--- src/rtl/alu_share_arb.sv ---
// Two-requester round-robin front end for a single shared 32-bit ALU.
// Each result sits in one registered response slot tagged with the requester id.
module alu_share_arb #(
   parameter int unsigned XLEN  = 32,
   parameter int unsigned CNT_W = 16
) (
   input  logic             clk,
   input  logic             rst,
   input  logic             req0_valid,
   output logic             req0_ready,
   input  logic [3:0]       req0_op,
   input  logic [XLEN-1:0]  req0_a,
   input  logic [XLEN-1:0]  req0_b,
   input  logic             req1_valid,
   output logic             req1_ready,
   input  logic [3:0]       req1_op,
   input  logic [XLEN-1:0]  req1_a,
   input  logic [XLEN-1:0]  req1_b,
   output logic             rsp_valid,
   input  logic             rsp_ready,
   output logic             rsp_id,
   output logic [XLEN-1:0]  rsp_data,
   output logic             rsp_err,
   output logic [CNT_W-1:0] done_cnt
);

   typedef enum logic {
      EMPTY,
      FULL
   } state_e;

   typedef enum logic [3:0] {
      OP_ADD  = 4'd0,
      OP_SUB  = 4'd1,
      OP_XOR  = 4'd2,
      OP_OR   = 4'd3,
      OP_AND  = 4'd4,
      OP_SLL  = 4'd5,
      OP_SRL  = 4'd6,
      OP_SRA  = 4'd7,
      OP_SLT  = 4'd8,
      OP_SLTU = 4'd9
   } alu_op_e;

   state_e          state;
   logic            lg;
   logic            slot_free;
   logic            gnt_vld;
   logic            gnt_id;
   logic [3:0]      sel_op;
   logic [XLEN-1:0] sel_a;
   logic [XLEN-1:0] sel_b;
   logic [4:0]      shamt;
   logic [XLEN-1:0] alu_res;
   logic            alu_err;

   assign rsp_valid = (state == FULL);
   assign slot_free = !rsp_valid || rsp_ready;

   // lg names the last winner, so on a conflict the other requester goes next
   always_comb begin
      gnt_vld = 1'b0;
      gnt_id  = 1'b0;
      if (slot_free) begin
         if (req0_valid && req1_valid) begin
            gnt_vld = 1'b1;
            gnt_id  = ~lg;
         end else if (req0_valid) begin
            gnt_vld = 1'b1;
         end else if (req1_valid) begin
            gnt_vld = 1'b1;
            gnt_id  = 1'b1;
         end
      end
   end

   assign req0_ready = gnt_vld && !gnt_id;
   assign req1_ready = gnt_vld &&  gnt_id;

   always_comb begin
      sel_op = req0_op;
      sel_a  = req0_a;
      sel_b  = req0_b;
      if (gnt_id) begin
         sel_op = req1_op;
         sel_a  = req1_a;
         sel_b  = req1_b;
      end
   end

   assign shamt = sel_b[4:0];

   always_comb begin
      alu_res = '0;
      alu_err = 1'b0;
      case (alu_op_e'(sel_op))
         OP_ADD:  alu_res = sel_a + sel_b;
         OP_SUB:  alu_res = sel_a - sel_b;
         OP_XOR:  alu_res = sel_a ^ sel_b;
         OP_OR:   alu_res = sel_a | sel_b;
         OP_AND:  alu_res = sel_a & sel_b;
         OP_SLL:  alu_res = sel_a << shamt;
         OP_SRL:  alu_res = sel_a >> shamt;
         OP_SRA:  alu_res = $unsigned($signed(sel_a) >>> shamt);
         OP_SLT:  alu_res = {{(XLEN-1){1'b0}}, $signed(sel_a) < $signed(sel_b)};
         OP_SLTU: alu_res = {{(XLEN-1){1'b0}}, sel_a < sel_b};
         default: begin
            alu_res = '0;
            alu_err = 1'b1;
         end
      endcase
   end

   // Drain and reload may coincide, keeping one result per cycle under contention
   always_ff @(posedge clk) begin
      if (rst) begin
         state    <= EMPTY;
         lg       <= 1'b1;
         rsp_id   <= 1'b0;
         rsp_data <= '0;
         rsp_err  <= 1'b0;
         done_cnt <= '0;
      end else begin
         if (rsp_valid && rsp_ready) begin
            done_cnt <= done_cnt + 1'b1;
         end
         if (gnt_vld) begin
            state    <= FULL;
            lg       <= gnt_id;
            rsp_id   <= gnt_id;
            rsp_data <= alu_res;
            rsp_err  <= alu_err;
         end else if (rsp_ready) begin
            state    <= EMPTY;
         end
      end
   end

endmodule

--- config.mk ---
export PLATFORM = sky130hd
export DESIGN_NAME = alu_share_arb
export DESIGN_NICKNAME = d
export VERILOG_FILES = /design/src/rtl/alu_share_arb.sv
export SDC_FILE = /design/constraint.sdc
export NUM_CORES = 1
export LEC_CHECK = 0
export CELL_PAD_IN_SITES_DETAIL_PLACEMENT = 1
export CELL_PAD_IN_SITES_GLOBAL_PLACEMENT = 2
export CORE_ASPECT_RATIO = 2
export CORE_MARGIN = 4
export CORE_UTILIZATION = 30
export DETAILED_ROUTE_END_ITERATION = 8
export GPL_ROUTABILITY_DRIVEN = 0
export PLACE_DENSITY = 0.9
export SLEW_MARGIN = 10
export SYNTH_ARGS = -nofsm -noshare
export SYNTH_HDL_FRONTEND = slang
export SYNTH_SLANG_ARGS = --single-unit
export TNS_END_PERCENT = 1
--- constraint.sdc ---
create_clock -name clk -period 4.7 [get_ports clk]
set_clock_uncertainty 0.05 [all_clocks]
set_input_delay 0.47 -clock clk [delete_from_list [all_inputs] [get_ports clk]]
set_output_delay 0.47 -clock clk [all_outputs]
set_load 0.01 [all_outputs]
Word level (Yosys, flattened, before mapping)

Cells that the tools add are included.

Bits in registers: 52

Add/subtract/negate cells: 3
$lt $le $gt $ge: 2
Eq/ne operators: 9
Shift operators: 3
Muxes and demuxes: 14
Bitwise operators: 4
Reduce and logical (&&, ||, !) cells: 10

Operator list:

| cell                                                                   | count |
|---|---|
| 32-bit case mux with 10 select lines                                   | 1 |
| 32-bit less-than comparator                                            | 2 |
| 32-bit 2-to-1 mux                                                      | 2 |
| 32-bit adder                                                           | 1 |
| 32-bit AND                                                             | 1 |
| 32-bit OR                                                              | 1 |
| 32-bit by 5-bit << shifter with 32-bit output                          | 1 |
| 32-bit by 5-bit >> shifter with 32-bit output                          | 1 |
| 32-bit by 5-bit >>> shifter with 32-bit output                         | 1 |
| 32-bit subtractor                                                      | 1 |
| 32-bit XOR                                                             | 1 |
| 16-bit by 1-bit adder with 16-bit output (second input constant)       | 1 |
| 4-bit by 3-bit equality test with 1-bit output (second input constant) | 4 |
| 1-bit 2-to-1 mux                                                       | 10 |
| 10-bit OR reduction                                                    | 1 |
| 4-bit by 2-bit equality test with 1-bit output (second input constant) | 2 |
| 4-bit equality test (second input constant)                            | 2 |
| 4-bit by 1-bit equality test with 1-bit output (second input constant) | 1 |
| 1-bit logical AND                                                      | 4 |
| 4-bit zero test                                                        | 1 |
| 4-bit 2-to-1 mux                                                       | 1 |
| 1-bit zero test                                                        | 2 |
| 2-bit nonzero test                                                     | 1 |
| 1-bit logical OR                                                       | 1 |
| 1-bit NOT                                                              | 1 |

Logic depth before layout (Yosys ltp)

Gate-level depths: netlist (run 1).

Depth in word-level cells: 8
Mapped depth: 23
Mapped depth without buffers: 17

Least setup slack after synthesis (run 1)

Ideal clock, no wire load.

Kind: input to register
From: input port rsp_ready
To: register rsp_data[27]
Library setup time: 60 ps
Data arrival time: 4,381 ps
Required time: 4,590 ps
Slack: 209 ps
Cell stages on the path: 19
Buffers on the path: 5
Path through: nand2b_1 nand2_4 buf_2 buf_2 buf_2 clkbuf_1 clkbuf_1 nand2_1 nand2_1 ha_1 a211o_1 a311o_1 o21ai_2 a21oi_2 o21ai_1 nor2_1 o32a_1 a221oi_1 a221o_1

Cells in the longest elaborated chain, start to end: 5
Elaborated cells on any way between the ends: 25
Classes of those cells: add/sub: 2; eq/ne: 9; shift: 3; mux: 6; bitwise: 3; reduce/logical: 2

RTL lines:

| what                                                         | RTL line | source |
|---|---|---|
| start: declaration                                           | 20       | `input logic rsp_ready,` |
| 1-bit logical OR *                                           | 58       | `assign slot_free = !rsp_valid \|\| rsp_ready;` |
| 1-bit 2-to-1 mux                                             | 64       | `if (slot_free) begin` |
| 32-bit 2-to-1 mux / 4-bit 2-to-1 mux (equally long branches) | 84       | `if (gnt_id) begin` |
| 32-bit subtractor, or another cell as far along              | 98       | `OP_SUB: alu_res = sel_a - sel_b;` |
| 32-bit case mux with 10 select lines                         | 96       | `case (alu_op_e'(sel_op))` |
| end signal: assignment                                       | 131      | `rsp_data <= alu_res;` |
| end: declaration                                             | 22       | `output logic [XLEN-1:0] rsp_data,` |

Mark *: on every way between the ends. The rest lies on a longest branch, timed or not.
A chain may end at the register's enable or synchronous reset.

Final worst setup path (run 1)

From: input port req0_valid
To: register rsp_data[0]

Cells in the longest elaborated chain, start to end: 6
Elaborated cells on any way between the ends: 31
Classes of those cells: add/sub: 2; order compare: 2; eq/ne: 9; shift: 3; mux: 10; bitwise: 3; reduce/logical: 2

RTL lines:

| what                                                         | RTL line | source |
|---|---|---|
| start: declaration                                           | 9        | `input logic req0_valid,` |
| 1-bit 2-to-1 mux / 1-bit logical AND (equally long branches) | 68, 65   |  |
| 1-bit 2-to-1 mux                                             | 65       | `if (req0_valid && req1_valid) begin` |
| 1-bit 2-to-1 mux                                             | 64       |  |
| 32-bit 2-to-1 mux / 4-bit 2-to-1 mux (equally long branches) | 84       |  |
| 32-bit subtractor, or another cell as far along              | 98       |  |
| 32-bit case mux with 10 select lines                         | 96       |  |

Parallel ways exist; a longest one is shown, timed or not.

==> results of run 1 <==
## where the power goes
part | switching, mW | internal, mW
sequential | 0.0450 | 0.470
clock | 0.226 | 0.203
combinational | 2.01 | 1.23
total | 2.28 | 1.90
## what timing repair did
item / CTS / global route
gates resized for setup: 2 / 14
setup buffers: 0 / 0
setup endpoints to repair: 2 / 11
## routing by layer
metal	track usage [%]	routed length (um)	vias up
met3	6.23	7050	617
met5	0	13	-
met2	58.0	44500	1456
met4	31.7	12100	2
met1	33.8	31500	9621
li1	-	-	8467
## synthesized netlist by cell type, types with 24 or more instances
cell / instances
o211ai_1: 28
o21ai_0: 159
nor2_1: 155
nand2_1: 324
buf_2: 59
nand3_1: 55
o22ai_1: 24
a31oi_1: 25
ha_1: 100
mux4_2: 26
mux2_2: 56
dfxtp_1: 52
a211oi_1: 38
nor3_1: 55
mux2i_1: 154
clkbuf_1: 62
a21oi_1: 144
inv_1: 101
## cells by family after synthesis
kind of cell,after synthesis
flip-flops,52
multiplexers,254
adder cells (fa/ha/maj),102
AO/OA/AOI/OAI,688
XOR/XNOR,26
AND/OR/NAND/NOR,727
buffers and inverters,274
## path summary, 6_finish.rpt
check | cells past startpoint | end | startpoint | slack [ns]
min reg2reg | 2 | rsp_data[6] | rsp_data[6] | 0.43
min | 2 | rsp_data[6] | rsp_data[6] | 0.43
max reg2reg | 17 | rsp_data[0] | lg | 0.40
max | 18 | rsp_data[0] | req0_valid | 0.06
## worst max-delay path: cells and delay by family
| family | cells | cell delay [ns] |
|---|---|---|
| and+or+nand+nor | 8 | 1.77 |
| buffers and inverters | 6 | 1.43 |
| adders and majority gates | 1 | 0.48 |
| AOI/OAI and AO/OA | 3 | 0.64 |
## cell type report
type                            count  area share, %
Inverter                          110           2.19
Antenna cell                        2         0.0262
Tap cell                          643           4.21
Multi-Input combinational cell   1797           66.9
Sequential cell                    52           5.45
Timing Repair Buffer              438           20.4
Clock inverter                      3          0.138
Clock buffer                        5          0.655
## stage by stage
step	setup TNS (ns)	util [%]	area [um2]	worst slack (ns)	std cells
global placement	-1.22	38.3	18800	-0.260	3039
floorplan	0	-	15000	0.209	2123
finish	0	38.8	19100	0.0642	3050
detailed placement	-2.58	38.3	18800	-0.378	3039
global route	0	38.8	19100	0.00304	3049
CTS	0	38.6	19000	0.0985	3047
## sequential cells by signal, indices dropped and copies added (netlist names)
| name | count |
|---|---|
| rsp_data | 32 |
| done_cnt | 16 |
| lg | 1 |
| rsp_err | 1 |
| rsp_id | 1 |
| rsp_valid | 1 |
## placed cells by master, fill, tap and decap left out, types with 17 or more instances in the layout
cell type / n
o21bai_1: 18
buf_4: 236
nand2_1: 324
mux4_2: 26
nor3_1: 54
nand3_1: 54
a31oi_1: 23
ha_1: 100
xnor2_1: 17
clkdlybuf4s50_1: 191
a21oi_1: 144
nor2_1: 153
mux2_2: 56
or3_1: 18
a211oi_1: 37
a22oi_1: 21
o22ai_1: 24
nand4_1: 21
mux2i_1: 153
dfxtp_1: 52
inv_1: 101
o31ai_1: 17
o21ai_0: 155
o211ai_1: 28
o21ai_1: 19
==> impl_metrics.toml, run 1 <==
[setup_path]
crit_type = "primary input to flop"
cp.required_ns = 4.87
cp_slowest_cell = "or4_1"
worst-path-max-fanout = 11
critPathArrivalTime_ns = 4.81
cp-end-kind = "flop"
crit_chain = "clkdlybuf4s50_1 -> a21boi_4 -> buf_12 -> nand2_8 -> buf_4 -> buf_4 -> nand2_1 -> nand2_1 -> ha_1 -> nor4_2 -> buf_4 -> o2111ai_1 -> buf_4 -> nand4_1 -> a31oi_2 -> or4_1 -> nand4_1 -> nand3_1"
crit_path_start_kind = "primary input"
max_stage_delay_ns = 0.54
crit_top_cell = "buf_4"

[synth]
synth-seq-area-share_pct = 6.96
synth.distinct_cells = 109
yosys_warnings = 0
synthXorXnorAreaFrac_pct = 1.52
ys_async_sr_fraction_pct = 0
muxShareOfSynthArea_pct = 21.0
postSynthCellCount = 2123
synthAdderAreaFrac_pct = 8.63
synth_top_family_by_area = "compound AO/OA/AOI/OAI gates"
syn_area_per_cell_um2 = 7.05
ys.flop_type = "dfxtp_1"
synth_edf_count = 0
synthSimpleGateAreaFrac_pct = 22.1
synth_top_area_share_pct = 10.3
synth_nets = 2366
synth_area_leaders = "mux2i_1 10%, ha_1 8.4%, nand2_1 8.1%"
synth_compound_area_share_pct = 31.2
ys_ff_latch = 52
synth_area_um2 = 15000
yosysTopAreaCell = "mux2i_1"

[die]
start_util_pct = 30.4
die_height_um = 324
rows = 115
core_area_um2 = 49200
die_area_um2 = 53700
dieWidth_um = 166
io_pins = 194

[sta]
hold_ws_ns = 0.430
rsz0062_at_grt = "false"
period_minus_slack_ns = 4.64
setup_viol = 0
slew_violations = 0
tightest_slew_ns = 1.43
relSlewSlack_pct = 3.87
finalHoldViolCount = 0
max_freq_mhz = 216
post-route-period-util_pct = 98.6

[cts]
cts_tree = "done"
cts_hold_buffers = 0
clock-sinks = 52
path_clk_slew_ns = 0.09
htreeDepth = 2
cts-root-buf = "clkbuf_16"
cts_buffers = 5
cts.path.max_buffers = 2
clk_latency_ns = 0.33

[detailed_routing]
drt-wirelength-per-cell_um = 31.2
drt-total-wl_mm = 95.2
drt_iter0_markers = 2321
drc = 0
final_antenna_net_count = 0
viasPerCell = 6.61
drtPass1Iterations = 8
vias = 20200

[final_layout]
area_growth_pct = 27.7
fin_nets = 2647
multi_input_area_um2 = 12800
fillCellCount = 6161
ff_latch_area_um2 = 1040
drive_gt1_share_pct = 17.2

[place]
hpwlAfterDp_mm = 74.3
port_buffers = 193

[worst_hold_path]
hold_class = "flop to flop"

[global_route]
antenna_found_initial = 3
grt_pass1_wl_mm = 137
grt_pass1_vias = 20800
grt_max_degree = 77
grt-ovfl-total = 0
grt_usage_pct = 33.6

[power]
power_density_nw_per_um2 = 219
power.total_mw = 4.19
leakagePower_nw = 7.93
peakVddDrop_mv = 0.150

[run_status]
status = "complete, no violations"

[flow_run]
max-cap-violations = 0
Note: power is estimated with default switching activity, not from simulation.
==> run 2, diff against run 1 <==
--- a/config.mk
+++ b/config.mk
@@ -5,11 +5,13 @@
 export SDC_FILE = /design/constraint.sdc
 export NUM_CORES = 1
 export LEC_CHECK = 0
+export CAP_MARGIN = 20
 export CELL_PAD_IN_SITES_DETAIL_PLACEMENT = 1
 export CELL_PAD_IN_SITES_GLOBAL_PLACEMENT = 2
 export CORE_ASPECT_RATIO = 2
 export CORE_MARGIN = 4
 export CORE_UTILIZATION = 30
+export CTS_BUF_LIST = sky130_fd_sc_hd__clkbuf_8
 export DETAILED_ROUTE_END_ITERATION = 8
 export GPL_ROUTABILITY_DRIVEN = 0
 export PLACE_DENSITY = 0.9
==> run 2 against run 1 <==
  * Routed wire length decreased by 0.31%
  * Cell count increased by 0.13%
  * Total power decreased by 2.6%
  * Clock power decreased by 22%
  * Maximum frequency decreased by 0.69%
  * Global-route usage decreased by 0.071 points
==> impl_metrics.toml, run 2 (synthesis gave the netlist of run 1 again) <==
[global_route]
grt_pass1_wl_mm = 136
grt_max_degree = 77
grt_pass1_vias = 20700
antenna_found_initial = 3
grt_usage_pct = 33.5
grt-ovfl-total = 0

[cts]
clk_latency_ns = 0.40
cts.path.max_buffers = 2
cts-root-buf = "clkbuf_8"
path_clk_slew_ns = 0.12
cts_buffers = 5
htreeDepth = 2
cts_tree = "done"
clock-sinks = 52
cts_setup_buffers = 0
cts_hold_buffers = 0

[detailed_routing]
drc = 0
viasPerCell = 6.60
drt-total-wl_mm = 94.9
drt-wirelength-per-cell_um = 31.1
drtPass1Iterations = 8
vias = 20100
drt_iter0_markers = 2197
final_antenna_net_count = 0

[power]
power.total_mw = 4.08
peakVddDrop_mv = 0.107
power_density_nw_per_um2 = 214
leakagePower_nw = 7.91

[final_layout]
layout_common_cells = "324 x nand2_1, 237 x buf_4, 191 x clkdlybuf4s50_1"
largest_register_ffs = 32
fin_area_um2 = 19000
final_util_pct = 38.7
final_common_cell = "nand2_1"
fin_nets = 2649
drive_gt1_share_pct = 17.2
reg.largest.list = "rsp_data x32, done_cnt x16"
top_register = "rsp_data"
fin_cells = 3054
area_growth_pct = 27.2

[place]
port_buffers = 193
dp_cells = 3039
dp_slack_ns = -0.378
hpwlAfterDp_mm = 74.3
placed_cell_area_um2 = 18800

[sta]
tightest_slew_ns = 1.21
relSlewSlack_pct = 18.4
hold_ws_ns = 0.434
finalHoldViolCount = 0
setup_viol = 0
max_freq_mhz = 214
setup_ws_ns = 0.0318
post-route-period-util_pct = 99.3
rsz0062_at_grt = "true"
slew_violations = 0
tns_ns = 0
period_minus_slack_ns = 4.67

[setup_path]
crit_chain = "clkdlybuf4s50_1 -> a21boi_4 -> buf_12 -> nand2_8 -> inv_4 -> buf_12 -> nand2_1 -> nand2_1 -> ha_1 -> nor4_2 -> buf_4 -> o2111ai_1 -> buf_4 -> a311oi_2 -> buf_4 -> nor2_1 -> xnor2_1 -> a211oi_1 -> a221oi_1"
crit_top_cell = "buf_4"
crit_type = "primary input to flop"
regToRegSetupSlack_ns = 0.27
worst-path-max-fanout = 17
max_stage_delay_ns = 0.50
cp_slowest_cell = "clkdlybuf4s50_1"
crit_path_start_kind = "primary input"
cp-end-kind = "flop"
critPathArrivalTime_ns = 4.88
cp.required_ns = 4.91

[die]
die_area_um2 = 53700
dieWidth_um = 166
rows = 115
core_area_um2 = 49200
io_pins = 194
start_util_pct = 30.4
die_height_um = 324

[run_status]
status = "complete, no violations"

[worst_hold_path]
hold_class = "flop to flop"

[flow_run]
max-cap-violations = 0
[run 2: cell count changes in the layout (fill, tap and decap cells not counted), sizes merged]
cell / previous run / this run
diode: 2 / 4
buf: 247 / 249
[run 2: power by group]
group	internal (mW)	total, mW	switching, mW
clock network	0.109	0.335	0.226
registers	0.470	0.515	0.0445
logic	1.23	3.23	2.00
[run 2: worst max-delay path, delay by kind of cell]
kind | cells | cell delay (ns)
xor+xnor | 1 | 0.14
buf+inv | 7 | 1.66
simple gates | 5 | 0.88
compound gates | 5 | 1.27
fa+ha+maj | 1 | 0.40
[run 2: worst paths after layout]
kind | cells after the start | from | end
max | 19 | req0_valid | rsp_data[22]
min | 2 | rsp_data[6] | rsp_data[6]
max reg2reg | 18 | lg | rsp_data[22]
min reg2reg | 2 | rsp_data[6] | rsp_data[6]
[run 2: final cells by class]
class,instances,area [um2]
Clock buffer,5,68.8
Timing Repair Buffer,440,3920
Sequential cell,52,1040
Tap cell,643,805
Antenna cell,4,10.0
Fill cell,6171,30200
Inverter,110,415
Clock inverter,3,26.3
Multi-Input combinational cell,1797,12700
[run 2: timing repair]
item | 4_1_cts | 5_1_grt
endpoints found under the hold margin | 0 | 0
resized for setup | 0 | 11
setup endpoints to repair | 0 | 11
[run 2: per-layer routing]
metal	GRT usage (%)	wire [um]	vias to the layer above	share of wire, %
li1	-	-	8472	-
met5	0	0	-	0
met2	58.4	44900	1403	47
met4	31.0	11600	0	12
met3	6.51	7190	595	7.6
met1	33.5	31200	9678	33
